$ cat src/rtl/scan_defs.sv
// scan_defs: shared definitions for the decoder-line scan sequencer.
//   state_e      - FSM state encoding (IDLE / RUN / DONE)
//   LINES        - number of scanned lines (two 1-of-8 decoders)
//   G1_OFF/G2B_OFF - enable levels that disable a 74HC138
//   outs_t       - bundle of the registered outputs
//   decode_outputs() - maps a state/index pair onto the output bundle
package scan_defs;

  localparam int LINES = 16;
  localparam int IDX_W = 4;

  // Levels that keep a '138 disabled (G1 active high, G2A/G2B active low).
  localparam logic G1_OFF  = 1'b0;
  localparam logic G2B_OFF = 1'b1;

  typedef enum logic [1:0] {
    IDLE = 2'd0,
    RUN  = 2'd1,
    DONE = 2'd2
  } state_e;

  typedef struct packed {
    logic [2:0] num;
    logic       ic0_g1;
    logic       ic0_g2b;
    logic       ic1_g1;
    logic       ic1_g2b;
    logic       busy;
    logic       done;
  } outs_t;

  localparam outs_t OUTS_IDLE = '{
    num:     3'd0,
    ic0_g1:  G1_OFF,
    ic0_g2b: G2B_OFF,
    ic1_g1:  G1_OFF,
    ic1_g2b: G2B_OFF,
    busy:    1'b0,
    done:    1'b0
  };

  // index[3] picks the decoder, so exactly one '138 is enabled in RUN and
  // the hand-over at 7->8 / 15->0 happens in a single registered update.
  function automatic outs_t decode_outputs(input state_e st,
                                           input logic [IDX_W-1:0] idx);
    outs_t o;
    o = OUTS_IDLE;
    if (st == RUN) begin
      o.num  = idx[2:0];
      o.busy = 1'b1;
      if (idx[3]) begin
        o.ic1_g1  = ~G1_OFF;
        o.ic1_g2b = ~G2B_OFF;
      end else begin
        o.ic0_g1  = ~G1_OFF;
        o.ic0_g2b = ~G2B_OFF;
      end
    end else if (st == DONE) begin
      o.done = 1'b1;
    end
    return o;
  endfunction

endpackage

$ cat src/rtl/dwell_timer.sv
// dwell_timer: per-line dwell counter for the scan sequencer.
//   clk    - rising-edge clock
//   rst_n  - asynchronous active-low reset
//   clear  - forces the count back to zero (used outside RUN and on abort)
//   limit  - terminal count; a line lasts limit+1 cycles
//   expire - high in the last cycle of the current line
// The counter wraps to zero on reaching limit, so it never exceeds limit
// and cannot overflow.
module dwell_timer #(
  parameter int W = 8
) (
  input  logic         clk,
  input  logic         rst_n,
  input  logic         clear,
  input  logic [W-1:0] limit,
  output logic         expire
);

  logic [W-1:0] cnt_q, cnt_d;

  assign expire = (cnt_q == limit);

  always_comb begin
    cnt_d = cnt_q + W'(1);
    if (clear || expire) begin
      cnt_d = '0;
    end
  end

  always_ff @(posedge clk or negedge rst_n) begin
    if (!rst_n) begin
      cnt_q <= '0;
    end else begin
      cnt_q <= cnt_d;
    end
  end

endmodule

$ cat src/rtl/scan_sequencer.sv
// scan_sequencer: walks 16 lines across two 74HC138 decoders.
//   clk, rst_n        - clock and asynchronous active-low reset
//   start, stop       - scan request / abort (stop wins when both are high)
//   oneshot           - 1: single pass ending with a done pulse, 0: wrap
//   dwell             - cycles per line minus one
//   num               - shared A/B/C select for both decoders
//   ic0_g1, ic0_g2b   - enables of decoder 0 (lines 0-7)
//   ic1_g1, ic1_g2b   - enables of decoder 1 (lines 8-15)
//   index             - current line number
//   busy, done        - RUN indicator and end-of-pass pulse
// All outputs are registered from the next-state values so they describe
// the state and line of the cycle in which they are seen.
module scan_sequencer #(
  parameter int LINES   = scan_defs::LINES,
  parameter int DWELL_W = 8
) (
  input  logic               clk,
  input  logic               rst_n,
  input  logic               start,
  input  logic               stop,
  input  logic               oneshot,
  input  logic [DWELL_W-1:0] dwell,
  output logic [2:0]         num,
  output logic               ic0_g1,
  output logic               ic0_g2b,
  output logic               ic1_g1,
  output logic               ic1_g2b,
  output logic [3:0]         index,
  output logic               busy,
  output logic               done
);

  import scan_defs::*;

  localparam logic [IDX_W-1:0] LAST_LINE = IDX_W'(LINES - 1);

  state_e             state_q, state_d;
  logic [IDX_W-1:0]   index_q, index_d;
  logic [DWELL_W-1:0] dwell_q, dwell_d;
  logic               oneshot_q, oneshot_d;
  outs_t              outs_q, outs_d;
  logic               timer_clear;
  logic               expire;

  // Held clear whenever we are not scanning, so the first RUN cycle always
  // starts a fresh dwell. Clearing on stop drops the partial line.
  assign timer_clear = (state_q != RUN) || stop;

  dwell_timer #(
    .W(DWELL_W)
  ) u_dwell_timer (
    .clk    (clk),
    .rst_n  (rst_n),
    .clear  (timer_clear),
    .limit  (dwell_q),
    .expire (expire)
  );

  // State register (plus scan settings captured at start).
  always_ff @(posedge clk or negedge rst_n) begin
    if (!rst_n) begin
      state_q   <= IDLE;
      index_q   <= '0;
      dwell_q   <= '0;
      oneshot_q <= 1'b0;
    end else begin
      state_q   <= state_d;
      index_q   <= index_d;
      dwell_q   <= dwell_d;
      oneshot_q <= oneshot_d;
    end
  end

  // Next-state logic.
  always_comb begin
    state_d   = state_q;
    index_d   = index_q;
    dwell_d   = dwell_q;
    oneshot_d = oneshot_q;
    unique case (state_q)
      IDLE: begin
        index_d = '0;
        if (start && !stop) begin
          state_d   = RUN;
          dwell_d   = dwell;
          oneshot_d = oneshot;
        end
      end
      RUN: begin
        if (stop) begin
          state_d = IDLE;
          index_d = '0;
        end else if (expire) begin
          if (index_q == LAST_LINE) begin
            index_d = '0;
            if (oneshot_q) begin
              state_d = DONE;
            end
          end else begin
            index_d = index_q + IDX_W'(1);
          end
        end
      end
      DONE: begin
        state_d = IDLE;
        index_d = '0;
      end
      default: begin
        state_d = IDLE;
        index_d = '0;
      end
    endcase
  end

  // Output logic: decoded from the next state so the registered copy lines
  // up with state_q/index_q in the following cycle.
  always_comb begin
    outs_d = decode_outputs(state_d, index_d);
  end

  always_ff @(posedge clk or negedge rst_n) begin
    if (!rst_n) begin
      outs_q <= OUTS_IDLE;
    end else begin
      outs_q <= outs_d;
    end
  end

  assign num     = outs_q.num;
  assign ic0_g1  = outs_q.ic0_g1;
  assign ic0_g2b = outs_q.ic0_g2b;
  assign ic1_g1  = outs_q.ic1_g1;
  assign ic1_g2b = outs_q.ic1_g2b;
  assign busy    = outs_q.busy;
  assign done    = outs_q.done;
  assign index   = index_q;

endmodule

$ cat config.mk
export PLATFORM = sky130hd
export DESIGN_NAME = scan_sequencer
export DESIGN_NICKNAME = d
export VERILOG_FILES = /design/src/rtl/scan_defs.sv /design/src/rtl/dwell_timer.sv /design/src/rtl/scan_sequencer.sv
export SDC_FILE = /design/constraint.sdc
export NUM_CORES = 1
export LEC_CHECK = 0
export ABC_AREA = 1
export CAP_MARGIN = 0
export CORE_MARGIN = 4
export CORE_UTILIZATION = 55
export CTS_CLUSTER_DIAMETER = 100
export DETAILED_ROUTE_END_ITERATION = 6
export DONT_BUFFER_PORTS = 1
export PLACE_DENSITY_LB_ADDON = 0.25
export SYNTH_ARGS = -nofsm -noshare
export SYNTH_HDL_FRONTEND = slang
export SYNTH_HIERARCHICAL = 1
export SYNTH_SLANG_ARGS = --single-unit
$ cat constraint.sdc
create_clock -name clk -period 2.1 [get_ports clk]
set_input_delay 0.42 -clock clk [delete_from_list [all_inputs] [get_ports clk]]
set_output_delay 0.42 -clock clk [all_outputs]
set_load 0.05 [all_outputs]
==> flow_summary.json, run 1 <==
{
  "clock_latency_ns": 0.35,
  "path_max_fanout": 5,
  "cp.arrival_ns": 2.00,
  "final_util": 0.641,
  "tightest_slew_ns": 0.553,
  "busiest_layer": "met2",
  "core_area_mm2": 0.00252,
  "total_power_mw": 1.22,
  "crit_start": "u_dwell_timer/cnt_q[6]$_DFF_PN0_",
  "hold_viol_final": 0,
  "first_iter_violations": 39,
  "fin_tns_setup_ns": 0,
  "ff2ff_setup_slack_ns": 0.35,
  "grt_max_degree": 33,
  "fillers": 200,
  "dp_hpwl_um": 1860,
  "slew_violations": 0,
  "cts_tree": "yes",
  "grt_pass1_wl_um": 4380,
  "status": "completed",
  "skew_ns": 0.00655,
  "numCtsBuffers": 5,
  "hold_path_class": "in2reg",
  "hold_depth": 2,
  "place_inst": 197,
  "cts_resized": 0,
  "nets": 191,
  "root_buffer": "clkbuf_4",
  "max_freq_ghz": 0.572,
  "ant_nets": 0,
  "setup.worst_path.class": "reg2reg",
  "cp.required_ns": 2.35,
  "drive_gt1_frac": 0.181,
  "instances_no_fill": 207,
  "reg2reg_depth": 12,
  "ys_types": 23,
  "floorplan.initialDensity": 0.584,
  "period_share": 0.833,
  "crit_end": "ic0_g1$_DFF_PN0_",
  "grt_pass1_vias": 970,
  "postCtsHoldBufs": 2,
  "syn_inst": 165,
  "die_y_um": 59.8,
  "path_cells": "xnor2_1 > nand2_1 > nor2_1 > nand2_2 > inv_1 > nand2_2 > nor2_4 > nand2_4 > nand2_4 > nand2_4 > nand2_2 > inv_2",
  "crit_path_end_kind": "flip-flop",
  "startpoint_type": "flip-flop",
  "ys_seq_area_frac": 0.545,
  "multi_input_area_um2": 534,
  "cts_buffer_depth": 2,
  "powerDensity_mw_per_mm2": 756,
  "grtUsageMet1": 0.220,
  "vias_per_cell": 4.88,
  "path_clk_slew_ns": 0.11,
  "setup_viol": 0,
  "cp_slowest_stage_delay_ns": 0.44,
  "syn_area_mm2": 0.00147,
  "dieArea_mm2": 0.00357,
  "cp_slowest_cell": "dfrtp_1",
  "r2r_start": "u_dwell_timer/cnt_q[6]$_DFF_PN0_",
  "cts_setup_buffers": 0,
  "regToRegEndpoint": "ic0_g1$_DFF_PN0_",
  "grtUsageTotal": 0.172,
  "finalCriticalPeriod_ns": 1.75,
  "dieWidth_um": 59.8,
  "gp_congestion": 0.794,
  "drt_pass1_iterations": 4,
  "synth_nets": 180,
  "num_vias": 1010,
  "seq_area_um2": 803,
  "slew-limit-headroom": 0.632,
  "antenna_cells": 0,
  "met2_usage": 0.253,
  "avgSynthCellArea_um2": 8.93,
  "antenna_found_initial": 0,
  "htreeDepth": 2,
  "routedWlPerCell_um": 12.4,
  "drc": 0,
  "vdd_drop_max_uv": 739,
  "yosys_warnings": 6,
  "maxCapViolCount": 0,
  "row_count": 18,
  "leakagePower_nw": 0.830,
  "cts.sink_count": 32,
  "met3_usage": 0.0475,
  "synth_seq_cells": 32,
  "rsz0062_at_grt": "false",
  "globalRouteOverflowTotal": 0,
  "portBuffers": 0,
  "drt_wl_total_um": 2560,
  "syn2layout_area_growth_pct": 9.68,
  "ios": 26
}
==> registers in the layout, indices dropped and copies added, names as in the netlist <==
name                 cells
busy                     1
done                     1
dwell_q                  8
ic0_g1                   1
ic0_g2b                  1
ic1_g1                   1
ic1_g2b                  1
index                    4
num                      3
oneshot_q                1
state_q                  2
u_dwell_timer/cnt_q      8
==> worst min path at each step <==
stage | from | end | slack, ns
after floorplan | rst_n | busy$_DFF_PN0_ | 0.12
after global placement | rst_n | dwell_q[6]$_DFFE_PN0P_ | 0.13
after detailed placement | rst_n | dwell_q[6]$_DFFE_PN0P_ | 0.13
after CTS | oneshot | oneshot_q$_DFFE_PN0P_ | 0.19
after global routing | oneshot | oneshot_q$_DFFE_PN0P_ | 0.19
final | oneshot | oneshot_q$_DFFE_PN0P_ | 0.20
==> cell usage after synthesis <==
| master | n | area share |
|---|---|---|
| a21oi_1 | 3 | 0.010 |
| buf_6 | 1 | 0.0076 |
| clkbuf_2 | 1 | 0.0034 |
| dfrtp_1 | 30 | 0.51 |
| dfstp_2 | 2 | 0.036 |
| ha_1 | 2 | 0.017 |
| inv_1 | 31 | 0.079 |
| inv_2 | 1 | 0.0025 |
| nand2_1 | 40 | 0.10 |
| nand2_2 | 4 | 0.017 |
| nand2_4 | 4 | 0.031 |
| nand3_1 | 2 | 0.0068 |
| nand3_2 | 1 | 0.0068 |
| nand3b_1 | 1 | 0.0051 |
| nor2_1 | 14 | 0.036 |
| nor2_2 | 3 | 0.013 |
| nor2_4 | 1 | 0.0076 |
| nor3_1 | 2 | 0.0068 |
| nor3_2 | 2 | 0.014 |
| o21ai_0 | 11 | 0.037 |
| o21ai_2 | 1 | 0.0059 |
| xnor2_1 | 5 | 0.030 |
| xor2_1 | 3 | 0.018 |
==> report_power, final <==
part	internal, mW	total [mW]	switching, mW	leakage, nW
clock	0.131	0.359	0.228	0.0274
sequential	0.662	0.719	0.0572	0.422
combinational	0.0561	0.144	0.0882	0.381
==> layer usage <==
metal  part of all wire  vias to the layer above
met5                  0                        -
li1                   -                      514
met3              0.043                        8
met1               0.46                      465
met2               0.47                       23
met4              0.025                        0
==> layout by cell type, fill, tap and decap left out <==
master          n
xor2_1          3
inv_2           1
nand3b_1        1
xnor2_1         5
buf_4           4
a21oi_1         3
nand2_4         4
dfstp_2         2
nor2_1         14
ha_1            2
o21ai_2         1
nor2_4          1
nor3_2          2
clkbuf_4        5
nand2_1        40
buf_12          1
nor3_1          2
o21ai_0        11
dfrtp_1        30
dlygate4sd3_1   1
nand3_2         1
clkinvlp_4      2
inv_1          31
nand2_2         4
nand3_1         2
clkinv_4        1
nor2_2          3
==> area by class of cell <==
cell class / count / share of cell area
clock buffer: 5 / 0.0232
clock inverter: 3 / 0.0147
inverter: 32 / 0.0743
multi-input combinational: 99 / 0.330
sequential: 32 / 0.497
tap: 30 / 0.0232
timing repair buffer: 6 / 0.0372
==> critical path: cells and delay by family, from the launching register on <==
family | cells | cell delay, ns
buf+inv | 2 | 0.17
flops | 1 | 0.44
xor+xnor | 1 | 0.20
simple gates | 9 | 0.85
==> metrics by stage <==
step | setup WS [ns] | hold slack [ns] | area, um2
6_report | 0.351 | 0.201 | 1620
5_1_grt | 0.163 | 0.192 | 1620
4_1_cts | 0.340 | 0.189 | 1620
3_5_place_dp | 0.369 | 0.125 | 1530
3_3_place_gp | 0.441 | 0.125 | 1530
2_1_floorplan | 0.570 | 0.124 | 1470
==> kinds of logic (layout without fill, tap and decap cells) <==
| kind of cell | count (synthesis) | in the layout | share of synthesized area |
|---|---|---|---|
| DFF | 32 | 32 | 0.545 |
| buffers and inverters | 34 | 46 | 0.0925 |
| adders and majority gates | 2 | 2 | 0.0170 |
| AOI/OAI and AO/OA | 15 | 15 | 0.0535 |
| xor gates and xnor gates | 8 | 8 | 0.0475 |
| and+or+nand+nor | 74 | 74 | 0.244 |
Power figures use the tool's default switching activity.
==> run 2, diff against run 1 <==
clock period = 1.8 ns   (was 2.1 ns; I/O delays follow)
==> run 2 against run 1 <==
Combinational power rose by 21%. Global-route usage shrank 0.23 points. Sequential power is 17% higher. Die area did not move. Clock power increased by 43%. Sequential cell count is the same. Power increased by 25%. Cell area increased by 4.3%. Worst setup slack lost 0.19 ns. Largest power group unchanged. Count of clock-buffer cells in the layout is 1 higher.
==> flow_summary.json, run 2 (synthesis results as in run 1) <==
{
  "startpoint_type": "flip-flop",
  "slew_violations": 0,
  "maxCapViolCount": 0,
  "seq_area_um2": 805,
  "swShare": 0.260,
  "reg2reg_depth": 12,
  "ff2ff_setup_slack_ns": 0.16,
  "grt_pass1_wl_um": 4380,
  "die_y_um": 59.8,
  "timing.hold.ws_ns": 0.165,
  "grt_pass1_vias": 964,
  "root_buffer": "clkbuf_4",
  "routedWlPerCell_um": 11.9,
  "numCtsBuffers": 5,
  "clkPwrFrac": 0.336,
  "min-delay-start": "dwell[3]",
  "tightest_slew_ns": 0.467,
  "multi_input_area_um2": 549,
  "path_clk_slew_ns": 0.09,
  "switchingPower_mw": 0.397,
  "status": "completed",
  "dieWidth_um": 59.8,
  "first_iter_violations": 26,
  "clock_latency_ns": 0.32,
  "htreeDepth": 2,
  "mostFrequentLayoutCells": "40 x nand2_1, 29 x inv_1, 29 x dfrtp_1",
  "path_max_fanout": 5,
  "dieArea_mm2": 0.00357,
  "p_int_mw": 1.13,
  "cp.required_ns": 2.03,
  "drt_pass1_iterations": 4,
  "core_area_mm2": 0.00252,
  "cts_tree": "yes",
  "power_frac_comb": 0.114,
  "period_share": 0.912,
  "crit_path_end_kind": "flip-flop",
  "portBuffers": 0,
  "cts.sink_count": 32,
  "powerDensity_mw_per_mm2": 908,
  "hold-path-endpoint": "dwell_q[3]$_DFFE_PN0P_",
  "cp.arrival_ns": 1.87,
  "setup_viol": 0,
  "grtUsageTotal": 0.170,
  "hold_depth": 2,
  "drt_wl_total_um": 2520,
  "vias_per_cell": 4.68,
  "finalCriticalPeriod_ns": 1.64,
  "slew-limit-headroom": 0.689,
  "rsz0062_at_grt": "false",
  "seqPwrFrac": 0.550,
  "ant_nets": 0,
  "final_common_cell": "nand2_1",
  "max_freq_ghz": 0.609,
  "ios": 26,
  "fillers": 209,
  "drive_gt1_frac": 0.225,
  "globalRouteOverflowTotal": 0,
  "gp_congestion": 0.749,
  "grt_max_degree": 33,
  "num_vias": 993,
  "nets": 196,
  "regToRegEndpoint": "num[1]$_DFF_PN0_",
  "antenna_found_initial": 0,
  "skew_ns": 0.00554,
  "setup.worst_path.class": "reg2reg",
  "leakagePower_nw": 0.884,
  "cts_buffer_depth": 2,
  "hold_viol_final": 0,
  "dp_hpwl_um": 1810,
  "drc": 0,
  "hold_path_class": "in2reg",
  "floorplan.initialDensity": 0.584,
  "antenna_cells": 0,
  "syn2layout_area_growth_pct": 14.3,
  "r2r_start": "dwell_q[6]$_DFFE_PN0P_",
  "fin_tns_setup_ns": 0,
  "vdd_drop_max_uv": 822,
  "row_count": 18
}
[run 2: changes by cell type in the layout (fill, tap and decap cells not counted), sizes merged]
| cell | before | now |
|---|---|---|
| buf | 5 | 10 |
| bufinv | 0 | 1 |
| clkbuf | 5 | 6 |
| clkinvlp | 2 | 0 |
[run 2: how the worst max path moves through the flow]
stage | cells after the start | start | slack [ns] | to
final | 12 | dwell_q[6]$_DFFE_PN0P_ | 0.16 | num[1]$_DFF_PN0_
after global routing | 10 | dwell_q[6]$_DFFE_PN0P_ | 0.007 | ic0_g1$_DFF_PN0_
after CTS | 14 | u_dwell_timer/cnt_q[5]$_DFF_PN0_ | 0.08 | num[1]$_DFF_PN0_
after detailed placement | 14 | u_dwell_timer/cnt_q[5]$_DFF_PN0_ | 0.09 | num[1]$_DFF_PN0_
after global placement | 14 | u_dwell_timer/cnt_q[5]$_DFF_PN0_ | 0.1 | ic0_g1$_DFF_PN0_
after floorplan | 14 | u_dwell_timer/cnt_q[5]$_DFF_PN0_ | 0.27 | ic0_g1$_DFF_PN0_
[run 2: repair_timing]
item / CTS / global route
resized for setup: 0 / 6
endpoints found under the setup margin: 0 / 12
buffers inserted: 0 / 4
hold buffers: 2 / 0
endpoints found under the hold margin: 32 / 0
[run 2: stage by stage]
stage                     setup slack [ns]  cells  area, um2  total power, mW   util
after floorplan                      0.270    165       1470            0.971      -
after global placement              0.0989    198       1530            0.994  0.608
after detailed placement            0.0920    198       1530             1.00  0.608
after CTS                           0.0809    208       1640             1.54  0.650
after global routing               0.00703    212       1690             1.63  0.668
final                                0.159    212       1690             1.53  0.668
[run 2: cell type report]
class / instances / share of cell area
clock inverter: 2 / 0.0208
multi-input combinational: 99 / 0.326
inverter: 32 / 0.0713
sequential: 32 / 0.477
tap: 30 / 0.0223
timing repair buffer: 11 / 0.0579
clock buffer: 6 / 0.0245
[run 2: per-layer routing]
metal  vias up  GRT usage  part of all wire
li1        526          -                 -
met3         5     0.0734             0.041
met2        23      0.259              0.46
met5         -          0                 0
met1       439      0.220              0.48
met4         0     0.0475             0.015
[run 2: power groups by stage]
stage	combinational [mW]	sequential (mW)	clock (mW)
after floorplan	0.125	0.846	0
after global placement	0.142	0.852	0
after detailed placement	0.147	0.855	0
after CTS	0.169	0.841	0.531
after global routing	0.208	0.849	0.573
final	0.174	0.841	0.514
[run 2: worst max-delay path, stage by stage (launching register included)]
cell     delay, ns
dfrtp_1       0.41
xnor2_1       0.16
nand2_1       0.09
nor2_2        0.13
nand2_2       0.09
inv_2         0.11
nand2_4       0.08
nor2_4        0.16
nand2_4       0.07
nand2_4       0.07
nand2_4       0.06
nand2_1       0.07
inv_1         0.04
